### config.mk
export PLATFORM = sky130hd
export DESIGN_NAME = min_max_finder_param_flat
export DESIGN_NICKNAME = d
export VERILOG_FILES = /design/src/rtl/min_max_finder_param_if.sv /design/src/rtl/min_max_finder_param.sv /design/src/flat_wrapper.sv
export SDC_FILE = /design/constraint.sdc
export NUM_CORES = 1
export LEC_CHECK = 0
export BUFFER_PORTS_ARGS = -buffer_cell sky130_fd_sc_hd__buf_4
export CORE_ASPECT_RATIO = 1.1
export CORE_MARGIN = 2
export CORE_UTILIZATION = 55
export CTS_CLUSTER_SIZE = 14
export DETAILED_ROUTE_END_ITERATION = 8
export GPL_TIMING_DRIVEN = 0
export PLACE_DENSITY = 0.76
export REMOVE_ABC_BUFFERS = 1
export SYNTH_ARGS = -nofsm -noshare
export SYNTH_HDL_FRONTEND = slang
export SYNTH_SLANG_ARGS = --single-unit
### constraint.sdc
create_clock -name Clk -period 2.8 [get_ports Clk]
set_input_delay 0.42 -clock Clk [delete_from_list [all_inputs] [get_ports Clk]]
set_output_delay 0.42 -clock Clk [all_outputs]
set_load 0.03 [all_outputs]
### src/rtl/min_max_finder_param_if.sv
// Bus bundle for the min/max finder: array write port,
// search start, and the search results with state flags.
interface min_max_finder_param_if #(
    parameter int DATA_W = 8,
    parameter int DEPTH  = 16
);
    localparam int AW = (DEPTH > 1) ? $clog2(DEPTH) : 1;

    logic              Start;
    logic              Wr_En;
    logic [AW-1:0]     Wr_Addr;
    logic [DATA_W-1:0] Wr_Data;
    logic [DATA_W-1:0] Max;
    logic [DATA_W-1:0] Min;
    logic [AW-1:0]     Max_Idx;
    logic [AW-1:0]     Min_Idx;
    logic              Busy;
    logic              Done;
    logic              Qd;
    logic              Qc;
    logic              Ql;
    logic              Qi;

    modport master (
        output Start, Wr_En, Wr_Addr, Wr_Data,
        input  Max, Min, Max_Idx, Min_Idx,
        input  Busy, Done, Qd, Qc, Ql, Qi
    );

    modport slave (
        input  Start, Wr_En, Wr_Addr, Wr_Data,
        output Max, Min, Max_Idx, Min_Idx,
        output Busy, Done, Qd, Qc, Ql, Qi
    );
endinterface

### src/rtl/min_max_finder_param.sv
// Sequential min/max search over a small register array,
// one element per cycle, two comparators, ties keep lowest index.
module min_max_finder_param #(
    parameter int DATA_W      = 8,
    parameter int DEPTH       = 16,
    parameter int SIGNED_MODE = 0
) (
    input logic                   Clk,
    input logic                   Reset,
    min_max_finder_param_if.slave bus
);
    localparam int AW = (DEPTH > 1) ? $clog2(DEPTH) : 1;
    localparam logic [AW-1:0] LAST = AW'(DEPTH - 1);
    localparam logic [AW:0]   LIM  = (AW + 1)'(DEPTH);

    typedef enum logic [3:0] {
        INI  = 4'b0001,
        LOAD = 4'b0010,
        COMP = 4'b0100,
        DONE = 4'b1000
    } state_t;

    state_t            state;
    logic [AW-1:0]     idx;
    logic [DATA_W-1:0] max_q;
    logic [DATA_W-1:0] min_q;
    logic [AW-1:0]     max_idx_q;
    logic [AW-1:0]     min_idx_q;
    logic              busy_q;
    logic              done_q;
    logic [DATA_W-1:0] mem [DEPTH];
    logic [DATA_W-1:0] cur;

    function automatic logic gt(
        input logic [DATA_W-1:0] a,
        input logic [DATA_W-1:0] b
    );
        if (SIGNED_MODE != 0)
            gt = $signed(a) > $signed(b);
        else
            gt = a > b;
    endfunction

    assign cur = mem[idx];

    // Array writes: only while idle and only for in-range addresses.
    always_ff @(posedge Clk) begin
        if (state == INI && bus.Wr_En && {1'b0, bus.Wr_Addr} < LIM)
            mem[bus.Wr_Addr] <= bus.Wr_Data;
    end

    // Search FSM with registered results and status flags.
    always_ff @(posedge Clk or posedge Reset) begin
        if (Reset) begin
            state     <= INI;
            idx       <= '0;
            max_q     <= '0;
            min_q     <= '0;
            max_idx_q <= '0;
            min_idx_q <= '0;
            busy_q    <= 1'b0;
            done_q    <= 1'b0;
        end else begin
            unique case (1'b1)
                state[0]: begin
                    idx    <= '0;
                    done_q <= 1'b0;
                    if (bus.Start) begin
                        state  <= LOAD;
                        busy_q <= 1'b1;
                    end
                end
                state[1]: begin
                    max_q     <= mem[0];
                    min_q     <= mem[0];
                    max_idx_q <= '0;
                    min_idx_q <= '0;
                    idx       <= AW'(1);
                    if (DEPTH == 1) begin
                        state  <= DONE;
                        busy_q <= 1'b0;
                        done_q <= 1'b1;
                    end else begin
                        state <= COMP;
                    end
                end
                state[2]: begin
                    if (gt(cur, max_q)) begin
                        max_q     <= cur;
                        max_idx_q <= idx;
                    end
                    if (gt(min_q, cur)) begin
                        min_q     <= cur;
                        min_idx_q <= idx;
                    end
                    if (idx == LAST) begin
                        state  <= DONE;
                        busy_q <= 1'b0;
                        done_q <= 1'b1;
                    end else begin
                        idx <= idx + AW'(1);
                    end
                end
                state[3]: begin
                    done_q <= 1'b0;
                    state  <= INI;
                end
                default: begin
                    state  <= INI;
                    busy_q <= 1'b0;
                    done_q <= 1'b0;
                end
            endcase
        end
    end

    assign bus.Max     = max_q;
    assign bus.Min     = min_q;
    assign bus.Max_Idx = max_idx_q;
    assign bus.Min_Idx = min_idx_q;
    assign bus.Busy    = busy_q;
    assign bus.Done    = done_q;
    assign bus.Qi      = state[0];
    assign bus.Ql      = state[1];
    assign bus.Qc      = state[2];
    assign bus.Qd      = state[3];
endmodule

### src/flat_wrapper.sv
// flat-port wrapper written by rule: the top's interface ports become plain ports
module min_max_finder_param_flat 
#(
    parameter int DATA_W      = 8,
    parameter int DEPTH       = 16,
    parameter int SIGNED_MODE = 0
)
  (Clk, Reset, bus_Start, bus_Wr_En, bus_Wr_Addr, bus_Wr_Data, bus_Max, bus_Min, bus_Max_Idx, bus_Min_Idx, bus_Busy, bus_Done, bus_Qd, bus_Qc, bus_Ql, bus_Qi);
  min_max_finder_param_if #(.DATA_W(DATA_W), .DEPTH(DEPTH)) bus_i ();
  input logic Clk;
  input logic Reset;
  input wire logic [$bits(bus_i.Start)-1:0] bus_Start;
  input wire logic [$bits(bus_i.Wr_En)-1:0] bus_Wr_En;
  input wire logic [$bits(bus_i.Wr_Addr)-1:0] bus_Wr_Addr;
  input wire logic [$bits(bus_i.Wr_Data)-1:0] bus_Wr_Data;
  output wire logic [$bits(bus_i.Max)-1:0] bus_Max;
  output wire logic [$bits(bus_i.Min)-1:0] bus_Min;
  output wire logic [$bits(bus_i.Max_Idx)-1:0] bus_Max_Idx;
  output wire logic [$bits(bus_i.Min_Idx)-1:0] bus_Min_Idx;
  output wire logic [$bits(bus_i.Busy)-1:0] bus_Busy;
  output wire logic [$bits(bus_i.Done)-1:0] bus_Done;
  output wire logic [$bits(bus_i.Qd)-1:0] bus_Qd;
  output wire logic [$bits(bus_i.Qc)-1:0] bus_Qc;
  output wire logic [$bits(bus_i.Ql)-1:0] bus_Ql;
  output wire logic [$bits(bus_i.Qi)-1:0] bus_Qi;
  assign bus_i.Start = bus_Start;
  assign bus_i.Wr_En = bus_Wr_En;
  assign bus_i.Wr_Addr = bus_Wr_Addr;
  assign bus_i.Wr_Data = bus_Wr_Data;
  assign bus_Max = bus_i.Max;
  assign bus_Min = bus_i.Min;
  assign bus_Max_Idx = bus_i.Max_Idx;
  assign bus_Min_Idx = bus_i.Min_Idx;
  assign bus_Busy = bus_i.Busy;
  assign bus_Done = bus_i.Done;
  assign bus_Qd = bus_i.Qd;
  assign bus_Qc = bus_i.Qc;
  assign bus_Ql = bus_i.Ql;
  assign bus_Qi = bus_i.Qi;
  min_max_finder_param #(.DATA_W(DATA_W), .DEPTH(DEPTH), .SIGNED_MODE(SIGNED_MODE)) u_core (.Clk(Clk), .Reset(Reset), .bus(bus_i));
endmodule
==> run metrics, run 1 <==
status=complete, but fails checks; failing checks=setup timing; FF+latch count, synth=about 160; post-DR wirelength/cell=around 23 um; worst min path class=input port to async pin; critical path endpoint category=register; met1 GRT Util=30.26%; fraction of layout cells with a size suffix above 1=between 30% and 40%; CTS hold repair buffers=0; Initial DRC Count=between 400 and 500; R2R Path Start=u_core.idx[1]; GRT Util Overall=24.35%; Placed Instances=approximately 680; VDD IR-drop max=0.6272 mV; Die ar.=0.01410 sq mm; Final Setup Violations=34; die height=124.3 um; first-pass GRT wire length=25,530 um; hold_ws=approximately 0.12 ns; Final period util=122.6%; RSZ-0062 raised after global routing=yes; Area contributors post-synth=edfxtp_1, dfrtp_1, mux2i_1; final count of pins violating max slew=0; skew final=around 0.0095 ns; GP Congestion=0.8010; crit path capture=u_core.bus.Min[7]; required time of the critical path=3.11 ns; Clock transition at path regs=~0.07 ns; most frequent cells after synthesis=edfxtp_1, mux2i_1, nor2_1; DRC Markers=0; Clk Latency, worst-skew pair=around 0.43 ns; area fraction of the dominant cell type after synthesis=53.09%; predominant post-synthesis flop cell=edfxtp_1; power per cell area=around 1300 mW/mm^2; synth warn=0; leakage=3.418 nW; clock root cell=clkbuf_16; Hold Vio Cnt, Final=0; Num CTS Buffers=17; final antenna-violating net count=0; Cell variety after synth=54; core area=around 0.013 sq mm; CTS Sinks=roughly 160; fmax=slightly below 0.3 GHz; Slew @ Worst Pin=1.076 ns; final wirelength=about 17,000 um; initial antenna violation count=0; n_diodes=0; WP data arrival=3.75 ns; met2 Use GR=approximately 41%; minimum clock period=roughly 3.4 ns; die width=113.4 um; H-tree Lvls=4; Crit Path Max Fanout=14; fin cells=approximately 750; Startpoint Class=register; CTS tree=done; flop2flop setup slack=-0.63 ns; setup_tns=-13.32 ns; Max Cap Viol=0; reg-to-reg endpoint=u_core.bus.Min[7]; met3 GRT Util=4.769%; GR peak layer=met2; clk buf depth=2; I/O Buffers=45; starting density of the core=between 50% and 60%; register area share after synthesis=about two thirds; hpwl dp=about 9500 um; worst setup margin=-0.6341 ns; R2R depth=13; EDFF count, synth=approximately 130; async set-reset flop share out of synthesis=20.99%; relative slew slack=28.25%; Post-Syn Instances=about 500; FILL cells=about 800; Crit Path Category=register to register; drt pass-1 iters=7; CP startpoint=u_core.idx[1]; Final Net Count=approximately 610; Via density=6.078; DR vias=4,534; Syn-to-layout area delta=23.76%; overall power=around 12 mW; vias in the first global route=about 4,600; Avg Cell Area, Syn=14.65 sq um; Mapped Area=~0.0072 sq mm; # IOs=46; cell with the most instances after synthesis=edfxtp_1; area leader, netlist=edfxtp_1; Congestion Overflow GR=0; pin count of the biggest net entering global routing=35; row cnt=43
[routing by layer]
layer	up-vias	routed length (um)
met1	2237	6718
met4	0	499
met3	43	964
met5	-	0
li1	2050	-
met2	204	8635
[where the power goes]
group	switching, mW	leakage [nW]	internal, mW
combinational	3.48	1.62	3.16
sequential	0.379	1.54	2.89
clock	0.949	0.253	1.14
[cell type report]
type,instances,area [sq um],area share (%)
clock buffers,18,429.2,4.790
clock inverters,14,107.6,1.201
inverters,24,95.09,1.061
multi-input cells,288,2605,29.07
flip-flops and latches,162,4703,52.49
well taps,157,196.4,2.192
repair buffers,83,823.3,9.189
[how the worst min path moves through the flow]
stage / end / slack, ns
CTS: u_core.state[1] / 0.21
finish: u_core.bus.Min_Idx[3] / 0.12
global placement: u_core.bus.Done / 0.49
detailed placement: u_core.bus.Max[7] / 0.51
global route: u_core.state[2] / 0.18
floorplan: u_core.mem[0][0] / 0.52
[cell families after synthesis]
group                      share of synthesized area [%]
buffers and inverters                              4.372
adders and majority gates                          2.938
DFF                                                64.86
muxes                                              12.03
AOI/OAI and AO/OA                                  8.935
xor gates and xnor gates                          0.1210
and+or+nand+nor                                    6.741
[worst max-delay path, stage by stage (launching register included)]
cell and delay [ns]:
dfrtp_4 0.56, buf_12 0.17, buf_12 0.12, buf_16 0.16
mux2i_4 0.20, a22oi_2 0.27, a31oi_2 0.15, ha_1 0.35
nand4_1 0.21, a21oi_4 0.20, a211oi_4 0.08, a221oi_4 0.35
buf_12 0.18, mux2_4 0.30
[timing repair]
action                                  4_1_cts  5_1_grt
endpoints found under the setup margin       91      144
pin swaps                                    21       21
gates cloned                                  4        0
resized for setup                            46       36
buffers inserted                             24        9
hold endpoints to repair                      0        0
[metrics by stage]
step | utilization (%) | setup slack, ns | cell area (sq um)
CTS | 68.28 | -0.4656 | 8706
detailed placement | 59.49 | -1.187 | 7586
floorplan | - | -1.909 | 7015
global route | 70.27 | -0.6755 | 8960
global placement | 59.21 | -3.034 | 7550
finish | 70.27 | -0.6341 | 8960
[layout by cell type, fill, tap and decap left out, types with 3 or more instances in the layout]
| master | n |
|---|---|
| nand2_1 | 29 |
| buf_12 | 8 |
| mux2_4 | 8 |
| inv_6 | 3 |
| nand3_1 | 3 |
| a311oi_1 | 8 |
| edfxtp_1 | 128 |
| nor2_1 | 21 |
| inv_1 | 20 |
| a22oi_1 | 17 |
| nor3_4 | 6 |
| nor2_2 | 15 |
| mux2_1 | 8 |
| dfrtp_2 | 3 |
| clkinv_4 | 3 |
| o21ai_0 | 5 |
| nand4_1 | 6 |
| a21o_1 | 4 |
| buf_4 | 70 |
| buf_16 | 5 |
| a31oi_2 | 4 |
| nand2_2 | 4 |
| dfrtp_1 | 29 |
| ha_1 | 14 |
| clkbuf_16 | 17 |
| clkinvlp_4 | 4 |
| ha_4 | 3 |
| mux2i_4 | 3 |
| a22oi_2 | 15 |
| a21oi_1 | 14 |
| mux2i_1 | 65 |
[sequential cells by signal, summed over array words and instances (netlist names)]
| register | cells |
|---|---|
| u_core.mem | 128 |
| u_core.idx | 4 |
| u_core.bus.Min | 8 |
| u_core.state | 4 |
| u_core.bus.Busy | 1 |
| u_core.bus.Done | 1 |
| u_core.bus.Max | 8 |
| u_core.bus.Min_Idx | 4 |
| u_core.bus.Max_Idx | 4 |
No activity file was read; power rests on OpenSTA's default activity.
==> inputs of run 2 (changes only) <==
--- a/config.mk
+++ b/config.mk
@@ -6,9 +6,11 @@
 export NUM_CORES = 1
 export LEC_CHECK = 0
 export BUFFER_PORTS_ARGS = -buffer_cell sky130_fd_sc_hd__buf_4
+export CELL_PAD_IN_SITES_DETAIL_PLACEMENT = 1
+export CELL_PAD_IN_SITES_GLOBAL_PLACEMENT = 1
 export CORE_ASPECT_RATIO = 1.1
 export CORE_MARGIN = 2
-export CORE_UTILIZATION = 55
+export CORE_UTILIZATION = 46
 export CTS_CLUSTER_SIZE = 14
 export DETAILED_ROUTE_END_ITERATION = 8
 export GPL_TIMING_DRIVEN = 0
==> run 2 against run 1 <==
Effect of this change: the flow still finishes with violations (setup timing); combinational power increased by 16%; via count rose by 7.7%; clock skew is 0.0028 ns higher; fmax is 0.26% higher; utilization decreased by 9.6 points; critical endpoint is now u_core.bus.Min[5]; largest cell class unchanged; largest power group unchanged; highest routed layer unchanged.
==> run metrics, run 2 (synthesized netlist as in run 1, its figures left out) <==
# IOs=46 (unchanged); most common cell after layout, fill and taps aside=edfxtp_1; minimum clock period=3.425 ns (-0.008896 ns); power per cell area=1439 mW/mm^2 (+7.4%); fin area=0.009433 sq mm (+5.3%); RSZ-0062 raised after global routing=yes; fmax=0.2920 GHz (+0.26%); CTS tree=done; Slew @ Worst Pin=0.7701 ns (-0.3061 ns); pin count of the biggest net entering global routing=35 (unchanged); max reg flops=128 (unchanged); row cnt=48 (+12%); GP Congestion=0.8088 (+0.97%); final count of pins violating max slew=0 (unchanged); fraction of layout cells with a size suffix above 1=41.18% (+7.4 points); setup_tns=-11.85 ns (+1.473 ns); Largest Register=u_core.mem; Congestion Overflow GR=0 (unchanged); status=complete, but fails checks; leakage=3.583 nW (+4.8%); relative slew slack=48.47% (+20 points); die height=135.6 um (+9.0%); hold_sp=bus_Start; I/O Buffers=45 (unchanged); worst setup margin=-0.6252 ns (+0.008896 ns); FILL cells=1,421 (+79%); CP startpoint=u_core.idx[1]; VDD IR-drop max=0.6971 mV (+11%); starting density of the core=46.54% (-10 points); final antenna-violating net count=0 (unchanged); Die ar.=0.01676 sq mm (+19%); drt pass-1 iters=5 (-2); Final Net Count=632 (+3.8%); first-pass GRT wire length=30,300 um (+19%); Hold Vio Cnt, Final=0 (unchanged); initial antenna violation count=0 (unchanged); post-DR wirelength/cell=26.96 um (+20%); most frequent cells in the layout=edfxtp_1, buf_4, mux2i_1, nand2_1, dfrtp_1; final wirelength=21,890 um (+30%); CTS Sinks=162 (unchanged); Final Setup Violations=24 (-29%); Placed Area=0.007645 sq mm (+0.78%); core area=0.01555 sq mm (+22%); H-tree Lvls=4 (unchanged); Final period util=122.3% (-0.32 points); worst min path class=input port to register; Crit Path Max Fanout=13 (-1); Clock transition at path regs=0.06 ns (about the same); DR vias=4,884 (+7.7%); failing checks=setup timing; Syn-to-layout area delta=30.30%; required time of the critical path=3.12 ns (about the same); clock root cell=clkbuf_16; Max Cap Viol=0 (unchanged); vias in the first global route=5,068 (+9.0%); skew final=0.01237 ns (+0.002835 ns); R2R Path Start=u_core.idx[1]; Crit Path Category=register to register; Via density=6.015 (-1.0%); Startpoint Class=register; n_diodes=0 (unchanged); DRC Markers=0 (unchanged); Num CTS Buffers=17 (unchanged); GRT Util Overall=25.53% (+1.2 points); hpwl dp=11,370 um (+20%); WP data arrival=3.75 ns (about the same); Initial DRC Count=406 (-14%); clk buf depth=2 (unchanged); Clk Latency, worst-skew pair=0.44 ns (about the same); critical path endpoint category=register; die width=123.6 um (+9.0%); register area=0.004705 sq mm (about the same); Multi-input gate area=0.002729 sq mm (+4.8%)
[run 2: changes by cell type in the layout (fill, tap and decap cells not counted), sizes merged]
cell,change
inv,-5
dlygate4sd3,+1
clkbuf,+1
clkinvlp,+3
buf,+21
bufinv,+5
clkinv,-3
[run 2: timing repair]
item | 4_1_cts | 5_1_grt
pin swaps | 19 | 17
hold buffers | 0 | 1
hold endpoints to repair | 0 | 8
resized for setup | 46 | 65
gates cloned | 3 | 1
endpoints found under the setup margin | 130 | 144
buffers inserted | 41 | 15
[run 2: final timing paths]
kind | depth (start not counted) | slack [ns] | to
worst max-delay path | 12 | -0.63 | u_core.bus.Min[5]
min in group asynchronous | 3 | 0.47 | u_core.bus.Max_Idx[0]
worst min register to register | 2 | 0.53 | u_core.bus.Done
worst max register to register | 12 | -0.63 | u_core.bus.Min[5]
worst min-delay path | 2 | 0.23 | u_core.state[1]
max in group asynchronous | 4 | 1.85 | u_core.state[0]
[run 2: layout make-up]
type                            count  area share, %
Clock inverter                     14          2.242
Timing Repair Buffer              106          10.73
Sequential cell                   162          49.87
Multi-Input combinational cell    288          28.93
Tap cell                          200          2.653
Inverter                           24          1.021
Clock buffer                       18          4.550
[run 2: power by group]
group	leakage, nW	switching [mW]	internal (mW)
Sequential	1.54	0.424	2.89
Clock	0.290	0.991	1.58
Combinational	1.75	3.95	3.73
[run 2: critical path, stage by stage, from the launching register on]
cell	delay, ns
dfrtp_4	0.56
buf_16	0.20
mux2i_2	0.16
a22oi_1	0.31
and3_1	0.24
a31oi_2	0.06
ha_1	0.42
nand4_1	0.21
a21oi_2	0.22
a211oi_4	0.08
a221oi_4	0.33
buf_12	0.17
mux2_2	0.34
[run 2: metrics by stage]
stage          hold WS [ns]  utilization, %  std cells  worst slack, ns  total power [mW]
3_3_place_gp         0.5047           48.88        719           -3.083             7.747
3_5_place_dp         0.5123           49.15        720           -1.338             7.908
6_report             0.2268           60.64        812          -0.6252             13.57
2_1_floorplan        0.5189               -        474           -1.909             6.537
4_1_cts              0.2202           57.62        796          -0.4866             11.94
5_1_grt              0.2358           60.64        812          -0.6751             14.05
[run 2: per-layer routing]
| metal | routed length (um) | track usage, % |
|---|---|---|
| met5 | 0 | 0 |
| met4 | 463 | 9.912 |
| met3 | 1110 | 5.261 |
| met2 | 11900 | 45.42 |
| met1 | 8417 | 29.97 |
==> inputs of run 3 (changes only) <==
--- a/config.mk
+++ b/config.mk
@@ -15,6 +15,7 @@
 export DETAILED_ROUTE_END_ITERATION = 8
 export GPL_TIMING_DRIVEN = 0
 export PLACE_DENSITY = 0.76
+export RECOVER_POWER = 50
 export REMOVE_ABC_BUFFERS = 1
 export SYNTH_ARGS = -nofsm -noshare
 export SYNTH_HDL_FRONTEND = slang
==> run 3 against run 2 <==
Effect of this change: the flow still finishes with violations (setup timing); fmax fell by 0.33%; non-clock buffer count did not move; via count rose by 0.68%.
==> run metrics, run 3 (synthesized netlist as in run 1, its figures left out) <==
status=complete, but fails checks; failing checks=setup timing; worst min path class=input port to register; fraction of layout cells with a size suffix above 1=39.87% (-1.3 points); Die ar.=0.01676 sq mm (unchanged); die width=123.6 um (unchanged); WP data arrival=3.75 ns (about the same); GRT Util Overall=25.53% (unchanged); pin count of the biggest net entering global routing=35 (unchanged); DR vias=4,917 (+0.68%); required time of the critical path=3.12 ns (about the same); Via density=6.055 (+0.68%); Startpoint Class=register; Placed Instances=720 (unchanged); starting density of the core=46.54% (unchanged); crit path capture=u_core.bus.Min[5]; Hold Vio Cnt, Final=0 (unchanged); vias in the first global route=5,068 (unchanged); Initial DRC Count=400 (-1.5%); Slew @ Worst Pin=0.7994 ns (+0.02930 ns); DRC Markers=0 (unchanged); fin area=0.009403 sq mm (-0.32%); VDD IR-drop max=0.6958 mV (-0.19%); row cnt=48 (unchanged); Final Setup Violations=24 (unchanged); hpwl dp=11,370 um (unchanged); minimum clock period=3.437 ns (+0.01137 ns); R2R depth=12 (unchanged); Clock transition at path regs=0.06 ns (about the same); worst slack at placement=-1.338 ns (unchanged); post-DR wirelength/cell=26.91 um (-0.18%); skew final=0.01017 ns (-0.002208 ns); leakage=3.553 nW (-0.81%); clk buf depth=2 (unchanged); Syn-to-layout area delta=29.88%; clock root cell=clkbuf_16; CTS tree=done; drt pass-1 iters=5 (unchanged); R2R Path Start=u_core.idx[1]; Crit Path Category=register to register; I/O Buffers=45 (unchanged); Final Net Count=632 (unchanged); CTS Sinks=162 (unchanged); n_diodes=0 (unchanged); Num CTS Buffers=17 (unchanged); GP Congestion=0.8088 (unchanged); setup_tns=-11.97 ns (-0.1249 ns); overall power=13.56 mW (about the same); die height=135.6 um (unchanged); Placed Area=0.007645 sq mm (unchanged); most frequent cells in the layout=edfxtp_1, buf_4, mux2i_1, nand2_1, dfrtp_1; Crit Path Max Fanout=13 (unchanged); max reg flops=128 (unchanged); cell depth of the worst hold path=2 (unchanged); most common cell after layout, fill and taps aside=edfxtp_1; Max Cap Viol=0 (unchanged); RSZ-0062 raised after global routing=yes; Clk Latency, worst-skew pair=0.44 ns (about the same); fin cells=812 (unchanged); final antenna-violating net count=0 (unchanged); final count of pins violating max slew=0 (unchanged); CP startpoint=u_core.idx[1]; initial antenna violation count=0 (unchanged); Final period util=122.7% (+0.41 points); fmax=0.2910 GHz (-0.33%); # IOs=46 (unchanged); first-pass GRT wire length=30,300 um (unchanged); core area=0.01555 sq mm (unchanged); Largest Register=u_core.mem; final wirelength=21,850 um (-0.18%); reg-to-reg endpoint=u_core.bus.Min[5]; H-tree Lvls=4 (unchanged); worst setup margin=-0.6365 ns (-0.01137 ns); relative slew slack=46.51% (-2.0 points); power per cell area=1442 mW/mm^2 (+0.22%); critical path endpoint category=register; flop2flop setup slack=-0.64 ns (about the same); Congestion Overflow GR=0 (unchanged)
[run 3: critical path, stage by stage, from the launching register on]
cell and delay (ns):
dfrtp_4 0.56, buf_16 0.20, mux2i_2 0.16, a22oi_1 0.31, and3_1 0.24, a31oi_2 0.06
ha_1 0.42, nand4_1 0.21, a21oi_2 0.22, a211oi_4 0.08, a221oi_4 0.33, buf_12 0.17
mux2_2 0.34
[run 3: layout make-up]
type	instances	area (sq um)
Clock buffer	18	429.2
Clock inverter	14	211.5
Fill cell	1431	6152
Inverter	24	96.34
Multi-Input combinational cell	288	2729
Sequential cell	162	4705
Tap cell	200	250.2
Timing Repair Buffer	106	982.2
[run 3: timing repair]
action / 4_1_cts / 5_1_grt
pin swaps: 19 / 17
hold buffers: 0 / 1
setup buffers: 41 / 15
endpoints found under the hold margin: 0 / 8
setup endpoints to repair: 130 / 144
cloned: 3 / 1
resized for setup: 46 / 65
[run 3: power breakdown]
part | internal (mW) | total, mW | switching (mW)
Clock | 1.58 | 2.56 | 0.984
Combinational | 3.73 | 7.68 | 3.95
Sequential | 2.89 | 3.32 | 0.425
[run 3: worst min-delay path by stage]
| stage | startpoint | end |
|---|---|---|
| 5_1_grt | bus_Start | u_core.state[1] |
| 6_report | bus_Start | u_core.state[1] |
| 3_3_place_gp | u_core.bus.Max[7] | u_core.bus.Max[7] |
| 2_1_floorplan | bus_Wr_Data[0] | u_core.mem[0][0] |
| 4_1_cts | bus_Start | u_core.state[1] |
| 3_5_place_dp | u_core.bus.Max[3] | u_core.bus.Max[3] |
[run 3: stage by stage]
stage | hold slack (ns) | util, %
2_1_floorplan | 0.5189 | -
3_3_place_gp | 0.5047 | 48.88
3_5_place_dp | 0.5123 | 49.15
4_1_cts | 0.2202 | 57.62
5_1_grt | 0.2358 | 60.45
6_report | 0.2286 | 60.45
[run 3: layer usage]
layer  global-route usage (%)  vias up  part of all wire (%)
met1                    29.97     2556                    39
met3                    5.261       50                   5.0
met2                    45.42      215                    54
met4                    9.912        0                   2.4
li1                         -     2096                     -
met5                        0        -                     0
